File: src/rtl/bmstu_task_4_spi_master.sv
// SPI mode-0 initiator: turns one valid/ready write request into one CS-low frame of
// 64 SCK pulses carrying {cmd, addr, data} LSB-first.
module bmstu_task_4_spi_master #(
  parameter int CLK_DIV    = 2,
  parameter int GAP_CYCLES = 4
) (
  input  logic        clk,
  input  logic        arst,
  input  logic        req_valid_i,
  output logic        req_ready_o,
  input  logic [7:0]  req_cmd_i,
  input  logic [23:0] req_addr_i,
  input  logic [31:0] req_data_i,
  output logic        spi_sck_o,
  output logic        spi_cs_o,
  output logic        spi_copi_o,
  output logic        busy_o,
  output logic        done_o,
  output logic [1:0]  dbg_state_o
);

  // Handshake: a request is taken on a rising clk edge where req_valid_i && req_ready_o;
  // req_ready_o depends only on the FSM state, never on req_valid_i.

  localparam int DW = (CLK_DIV > 1) ? $clog2(CLK_DIV + 1) : 1;
  localparam int GW = (GAP_CYCLES > 1) ? $clog2(GAP_CYCLES + 1) : 1;
  localparam logic [DW-1:0] DIV_LAST = DW'(CLK_DIV - 1);
  localparam logic [GW-1:0] GAP_LAST = GW'(GAP_CYCLES - 1);

  typedef enum logic [1:0] {IDLE, SETUP, SHIFT, GAP} state_t;

  state_t        state, state_n;
  logic [DW-1:0] div_cnt, div_n;
  logic [GW-1:0] gap_cnt, gap_n;
  logic [6:0]    bit_cnt, bit_n;
  logic [63:0]   shreg, sh_n;
  logic          sck, sck_n;
  logic          cs, cs_n;
  logic          done, done_n;

  always_ff @(posedge clk or posedge arst) begin
    if (arst) begin
      state   <= IDLE;
      div_cnt <= '0;
      gap_cnt <= '0;
      bit_cnt <= '0;
      shreg   <= '0;
      sck     <= 1'b0;
      cs      <= 1'b1;
      done    <= 1'b0;
    end else begin
      state   <= state_n;
      div_cnt <= div_n;
      gap_cnt <= gap_n;
      bit_cnt <= bit_n;
      shreg   <= sh_n;
      sck     <= sck_n;
      cs      <= cs_n;
      done    <= done_n;
    end
  end

  always_comb begin
    state_n = state;
    div_n   = div_cnt;
    gap_n   = gap_cnt;
    bit_n   = bit_cnt;
    sh_n    = shreg;
    sck_n   = sck;
    cs_n    = cs;
    done_n  = 1'b0;
    case (state)
      IDLE: begin
        cs_n  = 1'b1;
        sck_n = 1'b0;
        sh_n  = '0;
        if (req_valid_i) begin
          state_n = SETUP;
          sh_n    = {req_cmd_i, req_addr_i, req_data_i};
          cs_n    = 1'b0;
          div_n   = '0;
        end
      end
      SETUP: begin
        if (div_cnt == DIV_LAST) begin
          state_n = SHIFT;
          div_n   = '0;
          bit_n   = '0;
          sck_n   = 1'b1;
        end else begin
          div_n = div_cnt + 1'b1;
        end
      end
      SHIFT: begin
        if (div_cnt != DIV_LAST) begin
          div_n = div_cnt + 1'b1;
        end else begin
          div_n = '0;
          if (sck) begin
            // Falling edge: the next bit moves onto COPI, away from the slave's sample edge.
            sck_n = 1'b0;
            sh_n  = {1'b0, shreg[63:1]};
          end else if (bit_cnt == 7'd63) begin
            state_n = GAP;
            cs_n    = 1'b1;
            sh_n    = '0;
            done_n  = 1'b1;
            gap_n   = '0;
          end else begin
            bit_n = bit_cnt + 1'b1;
            sck_n = 1'b1;
          end
        end
      end
      GAP: begin
        if (gap_cnt == GAP_LAST) begin
          state_n = IDLE;
          gap_n   = '0;
        end else begin
          gap_n = gap_cnt + 1'b1;
        end
      end
      default: state_n = IDLE;
    endcase
  end

  // COPI is the shift register's LSB, so it is a flop output and reads 0 when idle.
  assign spi_copi_o  = shreg[0];
  assign spi_sck_o   = sck;
  assign spi_cs_o    = cs;
  assign done_o      = done;
  assign req_ready_o = (state == IDLE);
  assign busy_o      = (state != IDLE);
  assign dbg_state_o = state;

endmodule

File: config.mk
export PLATFORM = sky130hd
export DESIGN_NAME = bmstu_task_4_spi_master
export DESIGN_NICKNAME = d
export VERILOG_FILES = /design/src/rtl/bmstu_task_4_spi_master.sv
export SDC_FILE = /design/constraint.sdc
export NUM_CORES = 1
export LEC_CHECK = 0
export CORE_UTILIZATION = 43
export CTS_CLUSTER_SIZE = 24
export DETAILED_ROUTE_END_ITERATION = 8
export GPL_ROUTABILITY_DRIVEN = 0
export PLACE_DENSITY = 0.67
export SLEW_MARGIN = 10
export SYNTH_ARGS = -nofsm -noshare
export SYNTH_HDL_FRONTEND = slang
export SYNTH_SLANG_ARGS = --single-unit
File: constraint.sdc
create_clock -name clk -period 3.46 [get_ports clk]
set_input_delay 0.519 -clock clk [delete_from_list [all_inputs] [get_ports clk]]
set_output_delay 0.519 -clock clk [all_outputs]
set_load 0.02 [all_outputs]
* Word-level counts from Yosys, hierarchy flattened
Cells that the tools add are included.
** Cells by class
- Add/sub/neg operators :: 3
- Eq/ne operators :: 15
- Reductions and logical operators :: 13
- Multiplexer cells :: 40
** Operators with widths (count)
- 64-bit two-way mux :: 4
- 64-bit case mux with 2 select lines :: 1
- 7-bit two-way mux :: 4
- 2-bit two-way mux :: 9
- 2-bit != test (second input constant) :: 7
- 7-bit case mux with 2 select lines :: 1
- 1-bit two-way mux :: 12
- 3-bit two-way mux :: 4
- 2-bit case mux with 4 select lines :: 1
- 4-bit AND reduction :: 2
- 2-bit nonzero test :: 4
- 7-bit by 1-bit adder with 7-bit output (second input constant) :: 1
- 7-bit by 6-bit equality test with 1-bit output (second input constant) :: 1
- 2-bit case mux with 3 select lines :: 1
- 3-bit case mux with 2 select lines :: 1
- 3-bit AND reduction :: 2
- 6-bit AND reduction :: 1
- 5-bit AND reduction :: 1
- 2-bit by 1-bit equality test with 1-bit output (second input constant) :: 2
- 2-bit equality test (second input constant) :: 2
- 3-bit by 1-bit adder with 3-bit output (second input constant) :: 1
- 3-bit by 2-bit equality test with 1-bit output (second input constant) :: 1
- 3-bit != test (second input constant) :: 1
- 1-bit case mux with 3 select lines :: 1
- 6 further kinds :: 6
** Storage, ports and cells
- Output and inout port bits :: 8
- Bits in registers :: 81
- Logic and storage cells :: 79
- Bits of input ports :: 67

* Depth between registers and ports, before layout
- Depth in word-level cells :: 5
- Gate-level depth with buffers :: 7
- Mapped depth without buffers :: 6

* Worst setup path after synthesis
Ideal clock, no wire load.
- Kind :: flip-flop to flip-flop
- From :: register state[0] (netlist: dbg_state_o[0])
- To :: register shreg[0]
- Setup slack :: 1363 ps
- Library setup time :: 125 ps
- Stages on the path, launching flop included :: 7
- Period minus slack after synthesis :: 2097 ps
- Buffers on the path :: 1
- Arrival time :: 1972 ps
- Path through :: dfrtp_1 > inv_1 > ha_1 > inv_1 > o22ai_4 > buf_6 > mux2_2
** Between the ends
- Cells in the longest elaborated chain, start to end :: 3
- Elaborated cells on any way between the ends :: 7
- Those cells by class :: eq/ne (3); mux (1); reduce/logical (3)
** RTL lines
- start, declared :: line 32 : state_t state, state_n;
- start signal, assigned :: line 52 : state <= state_n;
- 2-bit logical NOT (*)
- named net req_ready_o :: line 10 : output logic req_ready_o,
- 2-bit nonzero test (no line)
- 3-bit AND reduction (no line)
- end signal, assigned :: line 56 : shreg <= sh_n;
- end, declared :: line 36 : logic [63:0] shreg, sh_n;
Mark *: on every way through the listed nets, which the timed path passes. The rest lies on a longest branch.
A chain may end at the register's enable or synchronous reset.

* Final worst setup path
- From :: register state[0] (netlist: dbg_state_o[0])
- To :: register shreg[31]
** Between the ends
- Cells in the longest elaborated chain, start to end :: 3
- Elaborated cells on any way between the ends :: 7
- Those cells by class :: eq/ne (3); mux (1); reduce/logical (3)
** RTL lines
- 2-bit equality test / 2-bit logical NOT (equally long branches) :: line 72 : case (state)
- 3-bit != test (no line), or another cell as far along
- 3-bit AND reduction (no line)
Several ways; a longest one is shown, not always the timed one.

==> impl_metrics.tcl <==
set metrics [dict create \
    status "complete, no violations" \
    setup_tns_ns 0 \
    yosysWarnings 0 \
    cts_buffer_depth 2 \
    synth.area.top_cells "dfrtp_1 (49%), mux2_2 (18%), a22o_1 (14%), ha_1 (2.2%), buf_6 (1.7%)" \
    die-area_mm2 0.00980 \
    synth_edf_count 0 \
    postCtsSetupBuffers 0 \
    yosysMostFrequentCell "dfrtp_1" \
    antenna_left 0 \
    ctsRootBufferMaster "clkbuf_8" \
    skew_ns 0.0124 \
    yosysTopAreaCell "dfrtp_1" \
    power_uw 3670 \
    synth_cell_types 39 \
    synthArstFlopShare_pct 100 \
    crit_fanout 27 \
    globalRouteOverflowTotal 0 \
    syn_area_mm2 0.00405 \
    maxCapViolations 0 \
    critPathKind "reg2reg" \
    fin_nets 463 \
    drv_slew 0 \
    synth_seq_cells 81 \
    cts_resized 0 \
    drc 0 \
    cts_tree "built" \
    diodes 0 \
    hp-class "reg2reg" \
    cp-start-kind "flip-flop" \
    insertion_delay_ns 0.34 \
    cts.sinks 81 \
    drive_above_1_share_pct 24.2 \
    via_per_inst 5.65 \
    die_x_um 99.0 \
    ys.flop_type "dfrtp_1" \
    rsz0062_at_grt "false" \
    netlist_instances 322 \
    setup_violations 0 \
    synth.avg_cell_area_um2 12.6 \
    hold_buffers 0 \
    numPortBuffers 74 \
    grt_pass1_vias 2787 \
    worst_pin_slew_ns 0.922 \
    syn-num-nets 396 \
    numCtsBuffers 9 \
    drt-total-wl_mm 8.21 \
    synth_commonest_cells "dfrtp_1 (80), mux2_2 (66), a22o_1 (65)" \
    clk_pin_slew_ns 0.08 \
    yosysTopAreaCellShare_pct 49.5 \
    placedCellCount 489 \
    wl_per_cell_um 16.3 \
    antenna_found_initial 0 \
    h-tree-depth 3 \
    dr.pass1.iters 6 \
    vias 2840 \
    ys_seq_area_share_pct 50.1 \
    grt_use_total_pct 17.7 \
    final-hold-violation-count 0 \
    final_cells 503 \
    worstPathArrival_ns 3.02 \
    core-area_mm2 0.00920 \
    min_period_over_period_pct 80.8 \
    p_leak_uw 0.00227 \
    fp-row-count 35 \
    slew_headroom_pct 38.4 \
    p_per_area_mw_per_mm2 725 \
    fill_cells 778 \
    ios 75 \
    clock.fmax_ghz 0.358 \
    required_ns 3.68 \
    initial_core_util_pct 44.0 \
    grt_pass1_wl_mm 13.7 \
    post-route-min-period_ns 2.80 \
    drt_iter0_drc 91 \
    area_growth_pct 25.0 \
    ir_drop_uv 606 \
    dp_hpwl_mm 5.37 \
    end_kind "flip-flop" \
    fp.dieH_um 99.0 \
    grt_max_degree 64 \
]
-- report_power, final --
part	internal (uW)	total, uW	switching (uW)	leakage (uW)
sequential	1250	1420	168	0.00107
combinational	842	1580	740	0.00112
clock	326	664	338	0.0000913
total	2420	3670	1250	0.00227
-- critical path, cell delays in order (launching register included) --
cell and delay, ns:
dfrtp_1 0.42, inv_1 0.13, ha_1 0.69, nand2_1 0.26
o22ai_4 0.54, buf_12 0.27, mux2_2 0.35
-- layout by cell type, fill, tap and decap left out, types with 2 or more instances in the layout --
cell,netlist,routed
nand2b_1,2,2
nand2_1,9,9
buf_4,0,2
nor3_1,3,3
clkinv_2,0,3
nand4_1,2,2
clkbuf_8,0,9
nand3_1,2,2
buf_12,0,3
o21ai_0,6,6
nor2_1,11,11
o211ai_1,2,2
clkdlybuf4s50_1,0,74
dfrtp_1,80,80
a22o_1,65,65
mux2_2,66,66
a31oi_1,2,2
and4_1,2,2
mux2i_1,4,4
a21oi_1,6,6
nor2b_1,3,2
ha_1,7,7
inv_1,9,8
-- metrics by stage --
step           cell area, um2  hold WS (ns)  setup slack [ns]  util (%)
2_1_floorplan            4050         0.472             0.863         -
5_1_grt                  5060         0.522             0.444      55.0
3_3_place_gp             4880         0.485             0.756      53.0
4_1_cts                  5060         0.505             0.650      55.0
6_report                 5060         0.502             0.665      55.0
3_5_place_dp             4880         0.492             0.671      53.0
-- cell families (layout without fill, tap and decap cells) --
| family | Yosys count | after routing | synth area share (%) |
|---|---|---|---|
| AOI/OAI and AO/OA | 91 | 91 | 18.6 |
| adders and majority gates | 7 | 7 | 2.16 |
| buffers and inverters | 32 | 102 | 4.11 |
| DFF | 81 | 81 | 50.1 |
| muxes | 70 | 70 | 19.4 |
| and+or+nand+nor | 41 | 41 | 5.66 |
-- layout make-up --
| class | count | area (um2) | share of cell area, % |
|---|---|---|---|
| clock buffer | 9 | 124 | 2.45 |
| clock inverter | 5 | 56.3 | 1.11 |
| inverter | 9 | 35.0 | 0.693 |
| multi-input combinational | 209 | 1860 | 36.8 |
| sequential | 81 | 2030 | 40.1 |
| tap | 111 | 139 | 2.75 |
| timing repair buffer | 79 | 816 | 16.1 |
-- worst paths after layout --
path / from / endpoint / slack (ns) / cells after the start
worst max-delay path: dbg_state_o[0]$_DFFE_PP0P_ / shreg[31]$_DFFE_PP0P_ / 0.66 / 6
worst min-delay path: gap_cnt[2]$_DFFE_PP0P_ / gap_cnt[2]$_DFFE_PP0P_ / 0.50 / 2
worst max register to register: dbg_state_o[0]$_DFFE_PP0P_ / shreg[31]$_DFFE_PP0P_ / 0.66 / 6
worst min register to register: gap_cnt[2]$_DFFE_PP0P_ / gap_cnt[2]$_DFFE_PP0P_ / 0.50 / 2
max in group asynchronous: arst / spi_cs_o$_DFFE_PP1P_ / 2.18 / 3
min in group asynchronous: arst / shreg[0]$_DFFE_PP0P_ / 0.58 / 2
-- routing by layer --
metal / GRT usage, % / vias to the layer above / share of wire, %
met5: 0 / - / 0
li1: - / 1347 / -
met1: 25.8 / 1424 / 50
met2: 26.4 / 61 / 45
met3: 3.05 / 8 / 3.9
met4: 6.54 / 0 / 1.1
-- flip-flops by register name, summed over array words and instances, names as in the netlist --
| register | count |
|---|---|
| shreg | 64 |
| bit_cnt | 7 |
| gap_cnt | 3 |
| dbg_state_o | 2 |
| div_cnt | 2 |
| done_o | 1 |
| spi_cs_o | 1 |
| spi_sck_o | 1 |
No activity file was read; power rests on OpenSTA's default activity.
